`src/rtl/stopwatch_pkg.sv`:
```
// Shared widths, segment patterns and run-state type for the BCD stopwatch.
// Segment bit order is {g,f,e,d,c,b,a}, active-high.
package stopwatch_pkg;

  localparam int DIGIT_W = 4;
  localparam int SEG_W   = 7;

  localparam logic [DIGIT_W-1:0] BCD_MAX = 4'd9;

  localparam logic [SEG_W-1:0] SEG_0   = 7'b0111111;
  localparam logic [SEG_W-1:0] SEG_1   = 7'b0000110;
  localparam logic [SEG_W-1:0] SEG_2   = 7'b1011011;
  localparam logic [SEG_W-1:0] SEG_3   = 7'b1001111;
  localparam logic [SEG_W-1:0] SEG_4   = 7'b1100110;
  localparam logic [SEG_W-1:0] SEG_5   = 7'b1101101;
  localparam logic [SEG_W-1:0] SEG_6   = 7'b1111101;
  localparam logic [SEG_W-1:0] SEG_7   = 7'b0000111;
  localparam logic [SEG_W-1:0] SEG_8   = 7'b1111111;
  localparam logic [SEG_W-1:0] SEG_9   = 7'b1101111;
  localparam logic [SEG_W-1:0] SEG_OFF = 7'b0000000;

  typedef enum logic {
    ST_STOP = 1'b0,
    ST_RUN  = 1'b1
  } run_state_t;

  function automatic logic [SEG_W-1:0] seg_encode(input logic [DIGIT_W-1:0] d);
    logic [SEG_W-1:0] s;
    case (d)
      4'd0:    s = SEG_0;
      4'd1:    s = SEG_1;
      4'd2:    s = SEG_2;
      4'd3:    s = SEG_3;
      4'd4:    s = SEG_4;
      4'd5:    s = SEG_5;
      4'd6:    s = SEG_6;
      4'd7:    s = SEG_7;
      4'd8:    s = SEG_8;
      4'd9:    s = SEG_9;
      default: s = SEG_OFF;
    endcase
    return s;
  endfunction

endpackage

```
`src/rtl/stopwatch_bcd_n_bcd_digit_cell.sv`:
```
// One BCD digit register. co flags the digit sitting at its roll-over limit
// (9 counting up, 0 counting down) so the next digit may step with it.
module bcd_digit_cell
  import stopwatch_pkg::*;
(
  input  logic               clk,
  input  logic               reset,
  input  logic               en,
  input  logic               down,
  input  logic               clr,
  output logic [DIGIT_W-1:0] digit,
  output logic               co
);

  assign co = down ? (digit == '0) : (digit == BCD_MAX);

  always_ff @(posedge clk or negedge reset) begin
    if (!reset) begin
      digit <= '0;
    end else if (clr) begin
      digit <= '0;
    end else if (en) begin
      if (down)
        digit <= (digit == '0) ? BCD_MAX : digit - 4'd1;
      else
        digit <= (digit == BCD_MAX) ? '0 : digit + 4'd1;
    end
  end

endmodule

```
`src/rtl/stopwatch_bcd_n.sv`:
```
// NUM_DIGITS-wide BCD stopwatch with prescaler, start/stop toggle, up/down and wrap flag.
// Optional lap-hold display freeze is built when STOPWATCH_LAP_HOLD_EN is defined.
//
// state   | meaning
// ST_STOP | counter and prescaler frozen
// ST_RUN  | prescaler advancing, digits step on each tick
module stopwatch_bcd_n
  import stopwatch_pkg::*;
#(
  parameter int NUM_DIGITS = 2,
  parameter int TICK_DIV   = 1
) (
  input  logic                          clk,
  input  logic                          reset,
  input  logic                          start_stop,
  input  logic                          clear,
  input  logic                          down,
  input  logic                          lap,
  output logic [DIGIT_W*NUM_DIGITS-1:0] bcd_out,
  output logic [SEG_W*NUM_DIGITS-1:0]   seg_out,
  output logic                          running,
  output logic                          wrap
);

  localparam int PW = (TICK_DIV > 1) ? $clog2(TICK_DIV) : 1;
  localparam logic [PW-1:0] PRESC_LAST = PW'(TICK_DIV - 1);

  run_state_t state, state_nxt;
  logic          ss_q;
  logic          ss_edge;
  logic [PW-1:0] presc;
  logic          tick;

  logic [DIGIT_W*NUM_DIGITS-1:0] live;
  logic [DIGIT_W*NUM_DIGITS-1:0] disp;
  logic [NUM_DIGITS:0]           en_chain;
  logic [NUM_DIGITS-1:0]         at_lim;

  assign ss_edge = start_stop & ~ss_q;
  assign running = (state == ST_RUN);
  assign tick    = running & (presc == PRESC_LAST);

  always_ff @(posedge clk or negedge reset) begin
    if (!reset) state <= ST_STOP;
    else        state <= state_nxt;
  end

  always_comb begin
    state_nxt = state;
    if (clear)
      state_nxt = ST_STOP;
    else if (ss_edge)
      state_nxt = (state == ST_RUN) ? ST_STOP : ST_RUN;
  end

  always_ff @(posedge clk or negedge reset) begin
    if (!reset) begin
      ss_q  <= 1'b0;
      presc <= '0;
      wrap  <= 1'b0;
    end else begin
      ss_q <= start_stop;
      if (clear) begin
        presc <= '0;
        wrap  <= 1'b0;
      end else begin
        if (tick)         presc <= '0;
        else if (running) presc <= presc + 1'b1;
        // every digit at its limit on a tick means the whole range rolls over
        wrap <= en_chain[NUM_DIGITS];
      end
    end
  end

  assign en_chain[0] = tick;

  for (genvar i = 0; i < NUM_DIGITS; i++) begin : g_digit
    bcd_digit_cell u_cell (
      .clk   (clk),
      .reset (reset),
      .en    (en_chain[i]),
      .down  (down),
      .clr   (clear),
      .digit (live[DIGIT_W*i +: DIGIT_W]),
      .co    (at_lim[i])
    );
    assign en_chain[i+1] = en_chain[i] & at_lim[i];
  end

`ifdef STOPWATCH_LAP_HOLD_EN
  logic                          lap_q;
  logic                          hold;
  logic [DIGIT_W*NUM_DIGITS-1:0] snap;

  always_ff @(posedge clk or negedge reset) begin
    if (!reset) begin
      lap_q <= 1'b0;
      hold  <= 1'b0;
      snap  <= '0;
    end else begin
      lap_q <= lap;
      if (clear) begin
        hold <= 1'b0;
      end else if (lap & ~lap_q) begin
        hold <= ~hold;
        if (!hold) snap <= live;
      end
    end
  end

  assign disp = hold ? snap : live;
`else
  logic unused_lap;
  assign unused_lap = lap;
  assign disp       = live;
`endif

  assign bcd_out = disp;

  for (genvar i = 0; i < NUM_DIGITS; i++) begin : g_seg
    assign seg_out[SEG_W*i +: SEG_W] = seg_encode(disp[DIGIT_W*i +: DIGIT_W]);
  end

endmodule

```
`config.mk`:
```
export PLATFORM = sky130hd
export DESIGN_NAME = stopwatch_bcd_n
export DESIGN_NICKNAME = d
export VERILOG_FILES = /design/src/rtl/stopwatch_pkg.sv /design/src/rtl/stopwatch_bcd_n_bcd_digit_cell.sv /design/src/rtl/stopwatch_bcd_n.sv
export SDC_FILE = /design/constraint.sdc
export NUM_CORES = 1
export LEC_CHECK = 0
export ABC_AREA = 1
export CORE_ASPECT_RATIO = 1.1
export CORE_MARGIN = 2
export CORE_UTILIZATION = 52
export CTS_BUF_LIST = sky130_fd_sc_hd__clkbuf_4
export CTS_CLUSTER_DIAMETER = 120
export DETAILED_ROUTE_END_ITERATION = 12
export MAX_ROUTING_LAYER = met4
export PLACE_DENSITY_LB_ADDON = 0.1
export SLEW_MARGIN = 20
export SYNTH_ARGS = -nofsm -noshare
export SYNTH_HDL_FRONTEND = slang
export SYNTH_HIERARCHICAL = 1
export SYNTH_SLANG_ARGS = --single-unit
export TNS_END_PERCENT = 20
```
`constraint.sdc`:
```
create_clock -name clk -period 2.5 [get_ports clk]
set_clock_uncertainty 0.2 [all_clocks]
set_input_delay 0.375 -clock clk [delete_from_list [all_inputs] [get_ports clk]]
set_output_delay 0.375 -clock clk [all_outputs]
set_load 0.01 [all_outputs]
```
Yosys cells after proc, flatten, opt, wreduce, memory -nomap -nowiden
Memories as Yosys holds them, arrays and structs flattened.
Index checks and enable logic that the tools add are counted.
- $add $sub $neg: 5
- reduce and logical (&&, ||, !) cells: 6
- bitwise gates (word level): 6
- multiplexer cells: 19
- equality and inequality tests: 2
- operator list (kind ; count):
    $mux 4 ; 10
    $mux 1 ; 9
    $add 4x1->4 const B ; 2
    $eq 4x4->1 const B ; 2
    $logic_not 4->1 ; 2
    $sub 4x1->4 const B ; 2
    $reduce_bool 2->1 ; 3
    $and 1x1->1 ; 4
    $reduce_bool 3->1 ; 1
    $not 1->1 ; 2
    $add 1x1->1 const B ; 1
- word-level logic and storage cells: 46
- bits in read-only memories: 224
- memories: 2
- input port bits: 6
- output and inout bits: 24
- bits in registers: 12
- memory list (memory ; depth ; bits a word ; read ports ; clocked after Yosys merged registers in ; wr ports ; line ; text):
    (no name shown) ; 16 ; 7 ; 1 ; 0 ; 0 ; stopwatch_pkg.sv:29 ; case (d)
    (no name shown) ; 16 ; 7 ; 1 ; 0 ; 0 ; stopwatch_pkg.sv:29 ;

Logic depth before layout (Yosys ltp)
- word-level depth: 5
- depth in mapped cells: 12
- mapped depth without buffers: 12

Cells and area by module
The synthesis kept the hierarchy.
- modules (own cells, without submodules) (module ; times used ; area each (um^2) ; cells each ; seq. area each (um^2)):
    stopwatch_bcd_n ; 1 ; 584.3 ; 96 ; 100.1
    bcd_digit_cell (g_digit[0].u_cell) ; 1 ; 375.4 ; 53 ; 100.1
    bcd_digit_cell (g_digit[1].u_cell) ; 1 ; 372.9 ; 53 ; 100.1

Worst setup path after synthesis
Ideal clock, no wire load.
- path type: register to register
- start: register g_digit[0].u_cell.digit[0]
- end: register g_digit[1].u_cell.digit[3]
- setup time: 0.117 ns
- data required time: 2.183 ns
- stages on the path, launching flop included: 12
- arrival: 1.578 ns
- path slack: 0.604 ns
- clock period less this slack: 1.896 ns
- buffers on the path: 0
- path through: dfrtp_1 inv_1 ha_1 nand3_2 and2_4 nor2_1 nand2_1 inv_1 nor2_2 nor2_2 nand3_1 nand2_1
- cells in the longest elaborated chain, start to end: 4
- elaborated cells on any way between the ends: 5
- classes of those cells: eq/ne (1); mux (1); bitwise (1); reduce/logical (2)
- RTL lines (item ; line ; text):
    start: declaration ; stopwatch_bcd_n_bcd_digit_cell.sv:11 ; output logic [DIGIT_W-1:0] digit,
    start signal: assignment ; stopwatch_bcd_n_bcd_digit_cell.sv:24 ; digit <= (digit == '0) ? BCD_MAX : digit - 4'd1;
    start signal: assignment ; stopwatch_bcd_n_bcd_digit_cell.sv:26 ; digit <= (digit == BCD_MAX) ? '0 : digit + 4'd1;
    $eq 4x4->1 or $logic_not 4->1 (tied branches) ; stopwatch_bcd_n_bcd_digit_cell.sv:15 ; assign co = down ? (digit == '0) : (digit == BCD_MAX);
    $mux 1 * ; stopwatch_bcd_n_bcd_digit_cell.sv:15 ;
    named net at_lim[0] ; stopwatch_bcd_n.sv:37 ; logic [NUM_DIGITS-1:0] at_lim;
    $and 1x1->1 * ; stopwatch_bcd_n.sv:87 ; assign en_chain[i+1] = en_chain[i] & at_lim[i];
    named net en_chain[1] ; stopwatch_bcd_n.sv:36 ; logic [NUM_DIGITS:0] en_chain;
    $reduce_bool 2->1 (no line) * ; -- ;
    end signal: assignment ; stopwatch_bcd_n_bcd_digit_cell.sv:24 ;
    end signal: assignment ; stopwatch_bcd_n_bcd_digit_cell.sv:26 ;
    end: declaration ; stopwatch_bcd_n_bcd_digit_cell.sv:11 ;
Mark *: on every way through the listed nets, which the timed path passes. The rest lies on a longest branch.
A chain may end at the register's enable or synchronous reset.

Final worst setup path
- start: register g_digit[1].u_cell.digit[1]
- end: output seg_out[8]
- cells in the longest elaborated chain, start to end: 1
- RTL lines (item ; line ; text):
    $mem_v2 16x7 ; -- ;
    end: declaration ; stopwatch_bcd_n.sv:20 ; output logic [SEG_W*NUM_DIGITS-1:0] seg_out,
Every way passes these cells.

==> results.toml <==
[status]
outcome = "complete, no violations"

[sta]
hold_violations = 0
holdWs_ns = 0.2533
setup-tns-final_ns = 0
setup_violations = 0
period_minus_slack_ns = 2.354
slew_headroom_pct = 64.68
tightest_slew_ns = 0.5282
fin_ws_ns = 0.1459
finalMaxSlewViolations = 0
finalCritPeriodShare_pct = 94.16
fmax_ghz = 0.4248
rsz0062_at_grt = "no"

[clocking]
numCtsBuffers = 3
cts_buffer_depth = 2
post-cts-setup-buffers = 0
insertion_delay_ns = 0.26
cts.sinks = 12
tritoncts = "built"
clk_pin_slew_ns = 0.08
cts_root_buf = "clkbuf_4"
htreeDepth = 1
cts-hold-fix-buffers = 0

[worst_setup_path]
cp.arrival_ns = 1.78
path_buf_inv = 2
cp_max_fo = 4
start_kind = "flop"
path_common_cell = "nand2_1"
slowest_delay_ns = 0.53
cpMaxStageDelayCell = "clkdlybuf4s50_1"
path_cells = "inv_1 -> ha_1 -> nand2_1 -> nand2_1 -> nand2_1 -> clkdlybuf4s50_1"
crit_type = "reg -> out"
cp.depth = 6
crit_family = "buffers and inverters"
ff2ff_path_depth = 12
end_kind = "primary output"
critPathRequiredTime_ns = 1.92

[cells_and_area]
final_util_pct = 69.53
area_delta_synth_final_pct = 29.01
diodes = 0
nNetsFinal = 263
fill_cells = 224
final_layout_size_suffix_gt1_share_pct = 19.75

[worst_hold_path]
min_path_type = "in -> async"

[die]
core.rowCount = 19
pin_count = 30
dieArea_mm2 = 0.002984
fp.dieH_um = 57.09
die_w_um = 52.27
coreArea_mm2 = 0.002472
start_util_pct = 53.90

[pwr]
powerDensity_mw_per_mm2 = 641.6
peakVddDrop_mv = 0.4327
leakage_nw = 0.9783
power_mw = 1.103

[grt]
grt_max_degree = 13
gr-total-overflow = 0
grt_pass1_vias = 1189
antenna_found_initial = 0
grt_usage_pct = 21.23
grt_pass1_wl_mm = 4.816

[logic_synthesis]
synth-seq-cells = 12
syn-num-nets = 226
yosysUniqueCellTypes = 18
netlist_area_mm2 = 0.001333
ys_seq_area_share_pct = 22.54
syn_avg_cell_area_um2 = 6.597
synth-warning-count = 6
netlist_instances = 202

[detailed_routing]
drt-met1-wl_mm = 1.205
wl_per_cell_um = 10.39
totalWireLength_mm = 2.796
drc = 0
vias = 1322
wl_met2_mm = 1.431
highest_layer = "met4"
drtIter0Drc = 17
ant_nets = 0
dr.pass1.iters = 4
via_per_inst = 4.914
route.met3.wl_um = 135

[placed_design]
dp_hpwl_mm = 2.281
gp_congestion = 0.9365
portBuffers = 28
pre_cts_ws_ns = 0.3060

[run]
cap_violations = 0
## through the flow
stage	std cells	area (µm²)
final	269	1719
after global routing	269	1719
after CTS	269	1700
after detailed placement	265	1674
after global placement	265	1674
after floorplan	202	1333
## final timing paths
| check | from | end | slack, ns |
|---|---|---|---|
| max | g_digit[1].u_cell/digit[1] | seg_out[8] | 0.15 |
| min | reset | presc | 0.25 |
| max reg2reg | g_digit[0].u_cell/digit[0] | g_digit[1].u_cell/digit[3] | 0.41 |
| min reg2reg | ss_q | running | 0.34 |
| max in group asynchronous | reset | g_digit[0].u_cell/digit[1] | 1.47 |
| min in group clk | ss_q | running | 0.34 |
## registers in the layout, indices dropped and copies added (netlist names)
name / cells
wrap: 1
ss_q: 1
g_digit.u_cell/digit: 8
presc: 1
running: 1
## per-layer routing
metal  GRT usage [%]  vias to the layer above
met2           39.24                       42
met5               -                        -
met4           4.029                        0
met3           1.832                        4
li1                -                      690
met1           24.83                      586
## layout by cell type, fill, tap and decap left out, drive strengths merged
cell type,n
and2,2
xnor2,2
dfrtp,12
inv,29
nand3,15
clkbuf,3
dlymetal6s2s,7
nand2,95
clkdlybuf4s50,21
nor2,15
o21ai,8
buf,6
ha,18
nand4,3
clkinv,2
## report_power, final
part	internal, mW	total, mW	switching, mW
Sequential	0.218	0.260	0.0420
Combinational	0.343	0.724	0.381
Clock	0.0576	0.119	0.0613
## cell type report
class                   instances  area, µm²  area share (%)
clock inverters                 1      3.754          0.2183
repair buffers                 34      342.8           19.94
clock buffers                   3      22.52           1.310
well taps                      31      38.79           2.256
multi-input cells             158      892.1           51.89
inverters                      30      117.6           6.841
flip-flops and latches         12      301.5           17.54
## synth_stat cells
cell | number | area [µm²]
o21ai_1 | 8 | 40.04
nand3_1 | 8 | 40.04
inv_1 | 18 | 67.56
inv_2 | 9 | 33.78
ha_1 | 18 | 225.2
nor2_4 | 2 | 22.52
clkinv_1 | 1 | 3.750
nor2_1 | 9 | 33.78
and2_4 | 2 | 17.52
buf_6 | 2 | 22.52
xnor2_1 | 2 | 17.52
nand2_1 | 85 | 319.1
nand4_1 | 3 | 18.77
nor2_2 | 4 | 25.02
nand2_2 | 10 | 62.56
dfrtp_1 | 12 | 300.3
nand3_2 | 7 | 70.07
inv_4 | 2 | 12.51
## kinds of logic (layout without fill, tap and decap cells)
kind of cell,Yosys count,in the layout,share of synthesized area (%)
and+or+nand+nor,130,130,45.73
buffers and inverters,32,68,10.52
adders and majority gates,18,18,16.90
DFF,12,12,22.54
AOI/OAI and AO/OA,8,8,3.005
xor gates and xnor gates,2,2,1.315
## timing repair
action                                  in CTS  in global routing
gates resized for setup                      0                  9
endpoints found under the setup margin       0                  8
endpoints found under the hold margin        0                  0
No activity file was read; power rests on OpenSTA's default activity.
